==> config.mk <==
export PLATFORM = sky130hd
export DESIGN_NAME = vx_fetch_unit
export DESIGN_NICKNAME = d
export VERILOG_FILES = /design/src/rtl/vx_fetch_unit.sv
export SDC_FILE = /design/constraint.sdc
export NUM_CORES = 1
export LEC_CHECK = 0
export BUFFER_PORTS_ARGS = -buffer_cell sky130_fd_sc_hd__buf_2
export CORE_MARGIN = 8
export CORE_UTILIZATION = 35
export DETAILED_ROUTE_END_ITERATION = 8
export GPL_TIMING_DRIVEN = 0
export SLEW_MARGIN = 5
export SYNTH_ARGS = -nofsm -noshare
export SYNTH_HDL_FRONTEND = slang
export SYNTH_SLANG_ARGS = --single-unit
==> constraint.sdc <==
create_clock -name clk -period 12 [get_ports clk]
set_input_delay 1.8 -clock clk [delete_from_list [all_inputs] [get_ports clk]]
set_output_delay 1.8 -clock clk [all_outputs]
set_load 0.02 [all_outputs]
==> src/rtl/vx_fetch_unit.sv <==
// Fetch stage between the warp scheduler and decode: issues I-cache word fetches tagged by warp id,
// parks per-warp metadata until the response returns, and queues fetched instructions for decode.
module vx_fetch_unit #(
   parameter int NUM_WARPS    = 4,
   parameter int NUM_THREADS  = 4,
   parameter int XLEN         = 32,
   parameter int UUID_WIDTH   = 44,
   parameter int OUT_BUF_SIZE = 2,
   localparam int NW_WIDTH    = (NUM_WARPS > 1) ? $clog2(NUM_WARPS) : 1
) (
   input  logic                   clk,
   input  logic                   reset,
   input  logic                   sched_valid,
   output logic                   sched_ready,
   input  logic [NW_WIDTH-1:0]    sched_wid,
   input  logic [NUM_THREADS-1:0] sched_tmask,
   input  logic [XLEN-1:0]        sched_pc,
   input  logic [UUID_WIDTH-1:0]  sched_uuid,
   output logic                   icache_req_valid,
   input  logic                   icache_req_ready,
   output logic [XLEN-3:0]        icache_req_addr,
   output logic [NW_WIDTH-1:0]    icache_req_tag,
   input  logic                   icache_rsp_valid,
   output logic                   icache_rsp_ready,
   input  logic [31:0]            icache_rsp_data,
   input  logic [NW_WIDTH-1:0]    icache_rsp_tag,
   output logic                   fetch_valid,
   input  logic                   fetch_ready,
   output logic [NW_WIDTH-1:0]    fetch_wid,
   output logic [NUM_THREADS-1:0] fetch_tmask,
   output logic [XLEN-1:0]        fetch_pc,
   output logic [31:0]            fetch_instr,
   output logic [UUID_WIDTH-1:0]  fetch_uuid,
   output logic [NUM_WARPS-1:0]   pending_warps,
   output logic                   busy
);

   localparam int META_W  = NUM_THREADS + XLEN + UUID_WIDTH;
   localparam int ENTRY_W = NW_WIDTH + 32 + META_W;
   localparam int PTR_W   = (OUT_BUF_SIZE > 1) ? $clog2(OUT_BUF_SIZE) : 1;
   localparam int CNT_W   = $clog2(OUT_BUF_SIZE + 1);

   logic [NUM_WARPS-1:0] pending;
   logic [META_W-1:0]    tag_store [NUM_WARPS];
   logic [ENTRY_W-1:0]   buf_mem [OUT_BUF_SIZE];
   logic [PTR_W-1:0]     wr_ptr, rd_ptr;
   logic [CNT_W-1:0]     count;

   logic                 warp_free, req_fire, rsp_fire, out_fire, buf_ready;
   logic [NUM_WARPS-1:0] set_mask, clr_mask;
   logic [META_W-1:0]    rsp_meta;
   logic [ENTRY_W-1:0]   rsp_entry;

   // Request path is purely combinational; a warp with a fetch in flight is held back.
   assign warp_free        = ~pending[sched_wid];
   assign icache_req_valid = sched_valid & warp_free;
   assign sched_ready      = icache_req_ready & warp_free;
   assign icache_req_addr  = sched_pc[XLEN-1:2];
   assign icache_req_tag   = sched_wid;
   assign req_fire         = sched_valid & sched_ready;

   assign buf_ready        = (count != CNT_W'(OUT_BUF_SIZE));
   assign icache_rsp_ready = buf_ready;
   assign rsp_fire         = icache_rsp_valid & buf_ready;
   assign fetch_valid      = (count != '0);
   assign out_fire         = fetch_valid & fetch_ready;

   assign rsp_meta  = tag_store[icache_rsp_tag];
   assign rsp_entry = {icache_rsp_tag, icache_rsp_data, rsp_meta};
   assign {fetch_wid, fetch_instr, fetch_tmask, fetch_pc, fetch_uuid} = buf_mem[rd_ptr];

   assign set_mask = req_fire ? (NUM_WARPS'(1) << sched_wid) : '0;
   assign clr_mask = rsp_fire ? (NUM_WARPS'(1) << icache_rsp_tag) : '0;

   assign pending_warps = pending;
   assign busy          = (|pending) | fetch_valid;

   always_ff @(posedge clk or posedge reset) begin
      if (reset) begin
         pending <= '0;
         wr_ptr  <= '0;
         rd_ptr  <= '0;
         count   <= '0;
      end else begin
         pending <= (pending | set_mask) & ~clr_mask;
         if (rsp_fire)
            wr_ptr <= (wr_ptr == PTR_W'(OUT_BUF_SIZE - 1)) ? '0 : wr_ptr + 1'b1;
         if (out_fire)
            rd_ptr <= (rd_ptr == PTR_W'(OUT_BUF_SIZE - 1)) ? '0 : rd_ptr + 1'b1;
         count <= count + CNT_W'(rsp_fire) - CNT_W'(out_fire);
      end
   end

   // Metadata and buffered instructions carry no reset; validity lives in pending/count.
   always_ff @(posedge clk) begin
      if (req_fire)
         tag_store[sched_wid] <= {sched_tmask, sched_pc, sched_uuid};
      if (rsp_fire)
         buf_mem[wr_ptr] <= rsp_entry;
   end

`ifndef SYNTHESIS
   always @(posedge clk) begin
      if (!reset) begin
         assert (!$isunknown({sched_valid, icache_req_ready, icache_rsp_valid, fetch_ready}))
            else $error("vx_fetch_unit: unknown value on a handshake input");
         if (rsp_fire)
            assert (pending[icache_rsp_tag])
               else $error("vx_fetch_unit: response for warp %0d with no fetch outstanding", icache_rsp_tag);
         if (req_fire)
            assert (sched_pc[1:0] == 2'b00)
               else $error("vx_fetch_unit: misaligned fetch pc %0h", sched_pc);
      end
   end
`endif

endmodule

# After elaboration in Yosys (flattened, before gate mapping)
# Memory sizes are Yosys's and may differ from the RTL's.
# Index checks and enable logic that the tools add are counted.
# Widths: inputs -> output; s select.
totals:
  word_cells: 36
  output_inout_bits: 155
  ramBits: 548
  n_memories: 2
  regBits: 8
memory_table:
  columns: ["memory", "depth", "word_bits", "read_ports", "rd_clocked_by_memory_dff", "wr", "line", "source"]
  rows:
  - ["tag_store", 4, 80, 1, 0, 1, "44", "logic [META_W-1:0] tag_store [NUM_WARPS];"]
  - ["buf_mem", 2, 114, 1, 0, 1, "45", "logic [ENTRY_W-1:0] buf_mem [OUT_BUF_SIZE];"]
classes:
  n_reduce_logical: 2
  eq_ne: 1
  shifts: 2
  n_bitwise: 10
  add_sub_neg: 4
  n_mux: 10
  n_lt_le_gt_ge: 1
op_table:
  columns: ["op", "count"]
  rows:
  - ["$mux 4", 2]
  - ["$shl 1x2->4 const A", 2]
  - ["$mux 1", 7]
  - ["$and 1x1->1", 5]
  - ["$and 4x4->4", 1]
  - ["$not 4->4", 1]
  - ["$or 4x4->4", 1]
  - ["$reduce_or 4->1", 1]
  - ["$lt 2x3->1 const B", 1]
  - ["$add 1x1->1 const B", 2]
  - ["$add 2x1->2", 1]
  - ["$bmux 1 s2", 1]
  - ["$ne 2x2->1 const B", 1]
  - ["$reduce_bool 2->1", 1]
  - ["$sub 2x1->2", 1]
  - ["$not 1->1", 1]
  - ["$or 1x1->1", 1]

# Depth between registers and ports, before layout
depth:
  word_depth: 8
  ltp_mapped: 7
  ltp_nobuf: 7

# Worst setup path before layout
# OpenSTA, ideal clock, no wires.
synth_timing:
  kind: "input to register"
  start: "input sched_wid[0]"
  end: "memory tag_store[0][0] in the netlist's numbering (enable)"
  t_required_ns: 11.284
  arrival_ns: 9.607
  setup_time_ns: 0.716
  path_stages: 2
  path_slack_ns: 1.677
  path_cell_list: "buf_2 nor4_1"
synth_via:
  elab_chain_len: 7
synth_rtl:
  columns: ["element", "line", "source"]
  rows:
  - ["start, declared", "15", "input logic [NW_WIDTH-1:0] sched_wid,"]
  - ["$bmux 1 s2", "55", "assign warp_free = ~pending[sched_wid];"]
  - ["$mux 1 (not written as such)", "55", null]
  - ["$not 1->1", "55", null]
  - ["$and 1x1->1", "57", "assign sched_ready = icache_req_ready & warp_free;"]
  - ["$and 1x1->1", "60", "assign req_fire = sched_valid & sched_ready;"]
  - ["$mux 1", "96", "if (req_fire)"]
  - ["$mux 1 (not written as such)", "97", "tag_store[sched_wid] <= {sched_tmask, sched_pc, sched_uuid};"]
  - ["end, declared", "44", null]
# Parallel ways exist; a longest one is shown, timed or not. The select of a mux whose other input is x is not followed.

# Worst setup path in the final report
layout_timing:
  start: "input sched_wid[0]"
  end: "output sched_ready"
layout_via:
  elab_chain_len: 4
layout_rtl:
  columns: ["element", "line", "source"]
  rows:
  - ["$bmux 1 s2", "55", null]
  - ["$mux 1 (not written as such)", "55", null]
  - ["$not 1->1", "55", null]
  - ["$and 1x1->1", "57", null]
  - ["end, declared", "14", "output logic sched_ready,"]
# Every way passes these cells. The select of a mux whose other input is x is not followed.

==> run_results.csv <==
group,metric,value,unit
power,ir_worst_vdd,0.132,mV
critical_path,endpoint_kind,"output port",
sta,worst_slack,7510,ps
critical_path,cp_slowest_cell,"mux2_2",
outcome,outcome,"complete, no violations",
hold_path,min_path_type,"reg2reg",
drt,dr.pass1.iters,4,
critical_path,cp_num_buf_inv,2,
critical_path,required,10200,ps
floorplanning,core,57700,um^2
sta,worst_slew_pin_slew,1150,ps
placed_design,post-dp-hpwl,29200,um
floorplanning,die_area,66400,um^2
grt,grt_remaining_overflow,0,
floorplanning,start_util,35.5,%
critical_path,cpPeakStageDelay,280,ps
clocking,htree_num_levels,2,
hold_path,hp-start,"count[1]",
placed_design,place_area,23400,um^2
synth,syn_nets,975,
critical_path,r2r-start,"pending_warps[0]",
clocking,cts-root-buf,"clkbuf_16",
clocking,cts_made_buffers,56,
power,seq_power_share,46.8,%
drt,wl_per_cell,20.8,um
synth,synthCells,851,
placed_design,io_buffer_count,275,
critical_path,cp_cell_sequence,"buf_2 -> mux2i_1 -> mux2_2 -> and2_1 -> buf_2",
power,finalPower,5.20,mW
synth,synth_top_area_share,80.4,%
finish,post-route-util,43.4,%
placed_design,dpl_worst_slack,7510,ps
sta,hold_viol,0,
grt,grt_usage,12.6,%
power,powerDensity,208,nW/um^2
clocking,ctsResizeCount,0,
clocking,ctsHoldBuffers,0,
sta,fin_setup_tns,0,ps
drt,finalWirelength,42400,um
drt,drt_iter0_markers,445,
sta,rsz0062_at_grt,"no",
sta,relSlewSlack,22.8,%
clocking,cts_sinks,556,
critical_path,crit_family,"multiplexers",
power,combPwrFrac,22.1,%
drt,ant_nets,0,
finish,fin_area,25100,um^2
synth,ys_types,27,
power,leakage,8.67,nW
critical_path,crit_fanout,9,
clocking,cts_setup_buffers,0,
floorplanning,dieHeight,258,um
sta,period_needed,4490,ps
finish,fin_nets,1351,
grt,grt_max_degree,60,
power,switchingPower,1.45,mW
clocking,tritoncts,"built",
power,swShare,27.8,%
floorplanning,die_w,258,um
critical_path,crit_arrival,2690,ps
synth,synth.avg_cell_area,24.0,um^2
drt,via_count,9455,
critical_path,crit_type,"in2out",
synth,synth_seq_cells,556,
power,pwr-share-clk,31.1,%
finish,n_antenna_cell,0,
critical_path,rrSetupSlack,9130,ps
drt,drt-vias-per-instance,4.65,
clocking,clk_pin_slew,60,ps
finish,syn_to_final_growth,22.5,%
floorplanning,num_rows,88,
grt,grt_pass1_wl,64300,um
sta,drv_slew,0,
grt,antenna_found_initial,0,
sta,fmax,0.222,GHz
placed_design,dp_cells,1934,
critical_path,critPathMostFrequentCell,"buf_2",
sta,fin_hold_ws,519,ps
synth,synth_area_leader_cell,"edfxtp_1",
sta,post-route-period-util,37.5,%
finish,final-instance-count-excl-fill,2034,
sta,skew,11.5,ps
synth,synth_area_leaders,"edfxtp_1 80%, mux4_2 8.8%, mux2_2 6.3%, buf_4 1.4%, dfrtp_1 0.98%",
synth,netlist_area,20500,um^2
grt,first_global_vias,10400,
clocking,cts_max_path_buffers,3,
finish,drive_above_1_share,51.8,%
floorplanning,io_pins,277,
sta,setup_violations,0,
critical_path,worstSetupStartpointType,"input pin",
power,p_int,3.76,mW
synth,ys_seq_area_share,81.4,%
drt,drcViolationCount,0,
synth,yosysWarningCount,0,
clocking,clock_latency,590,ps
placed_design,routabilityCongestion,0.679,
flow_run,cap_viol_max_count,0,
critical_path,startpoint,"sched_wid[0]",
==> cells in the mapped netlist, drive strengths merged <==
| library cell | instances |
|---|---|
| edfxtp | 548 |
| mux2 | 115 |
| mux4 | 80 |
| buf | 62 |
| dfrtp | 8 |
| and2 | 3 |
| inv | 3 |
| xnor2 | 3 |
| a41oi | 2 |
| clkbuf | 2 |
| ha | 2 |
| mux2i | 2 |
| nand2 | 2 |
| nand2b | 2 |
| nand3 | 2 |
| nor2 | 2 |
| nor3 | 2 |
| nor3b | 2 |
| nor4 | 2 |
| o32a | 2 |
| and3 | 1 |
| nor2b | 1 |
| o22a | 1 |
| or2 | 1 |
| xor2 | 1 |
==> path summary, 6_finish.rpt <==
check / end / depth (start not counted)
max: sched_ready / 5
min: count[1] / 1
max reg2reg: tag_store[0][21] / 9
min reg2reg: count[1] / 1
max in group asynchronous: pending_warps[3] / 2
min in group asynchronous: rd_ptr / 2
==> cell type report <==
class | instances | area (um^2)
plain buffers | 64 | 454
clock buffers | 72 | 1510
clock inverters | 28 | 191
fillers | 5065 | 32600
inverters | 3 | 11.3
multi-input cells | 228 | 3370
flip-flops and latches | 556 | 16700
well taps | 765 | 957
repair buffers | 318 | 1900
==> power groups by stage <==
stage	Combinational, mW	Sequential, mW	Clock [mW]
2_1_floorplan	0.714	2.50	0
3_3_place_gp	1.13	2.54	0
3_5_place_dp	1.19	2.48	0
4_1_cts	1.20	2.44	1.67
5_1_grt	1.24	2.46	1.75
6_report	1.15	2.44	1.62
==> metal layers <==
metal / track usage (%) / routed length, um / vias up
met5: 0 / 0 / -
met4: 3.42 / 883 / 0
met3: 3.00 / 2190 / 70
met2: 22.4 / 21900 / 217
met1: 15.2 / 17400 / 4906
li1: - / - / 4262
==> layout by cell type, fill, tap and decap left out, drive strengths merged <==
master    count
nor2          2
and2          3
nand2b        2
nor3b         2
o32a          2
nor3          2
xor2          1
xnor2         3
nand2         2
mux4         80
dfrtp         8
buf         380
o22a          1
mux2i         2
nor4          2
a41oi         2
bufinv        2
clkbuf       74
nand3         2
ha            2
clkinv       21
mux2        115
inv           7
and3          1
clkinvlp      1
or2           1
edfxtp      548
nor2b         1
==> worst register-to-register path, cell delays in order, from the launching register on <==
cell,delay [ps]
dfrtp_1,440
nor4_2,690
buf_4,290
buf_4,170
buf_4,170
buf_4,170
buf_6,140
buf_4,180
buf_6,140
buf_4,170
==> flip-flops by register name, summed over array words and instances (netlist names) <==
register	cells
wr_ptr	1
rd_ptr	1
tag_store	320
pending_warps	4
count	2
buf_mem	228
==> kinds of logic (layout without fill, tap and decap cells) <==
family          count (synthesis)  after routing  synth area share (%)
flops                         556            556                  81.4
mux                           197            197                  15.2
buf+inv                        67            485                  2.28
simple gates                   20             20                 0.551
compound gates                  5              5                 0.226
xor+xnor                        4              4                 0.171
fa+ha+maj                       2              2                 0.122
Power figures use the tool's default switching activity.
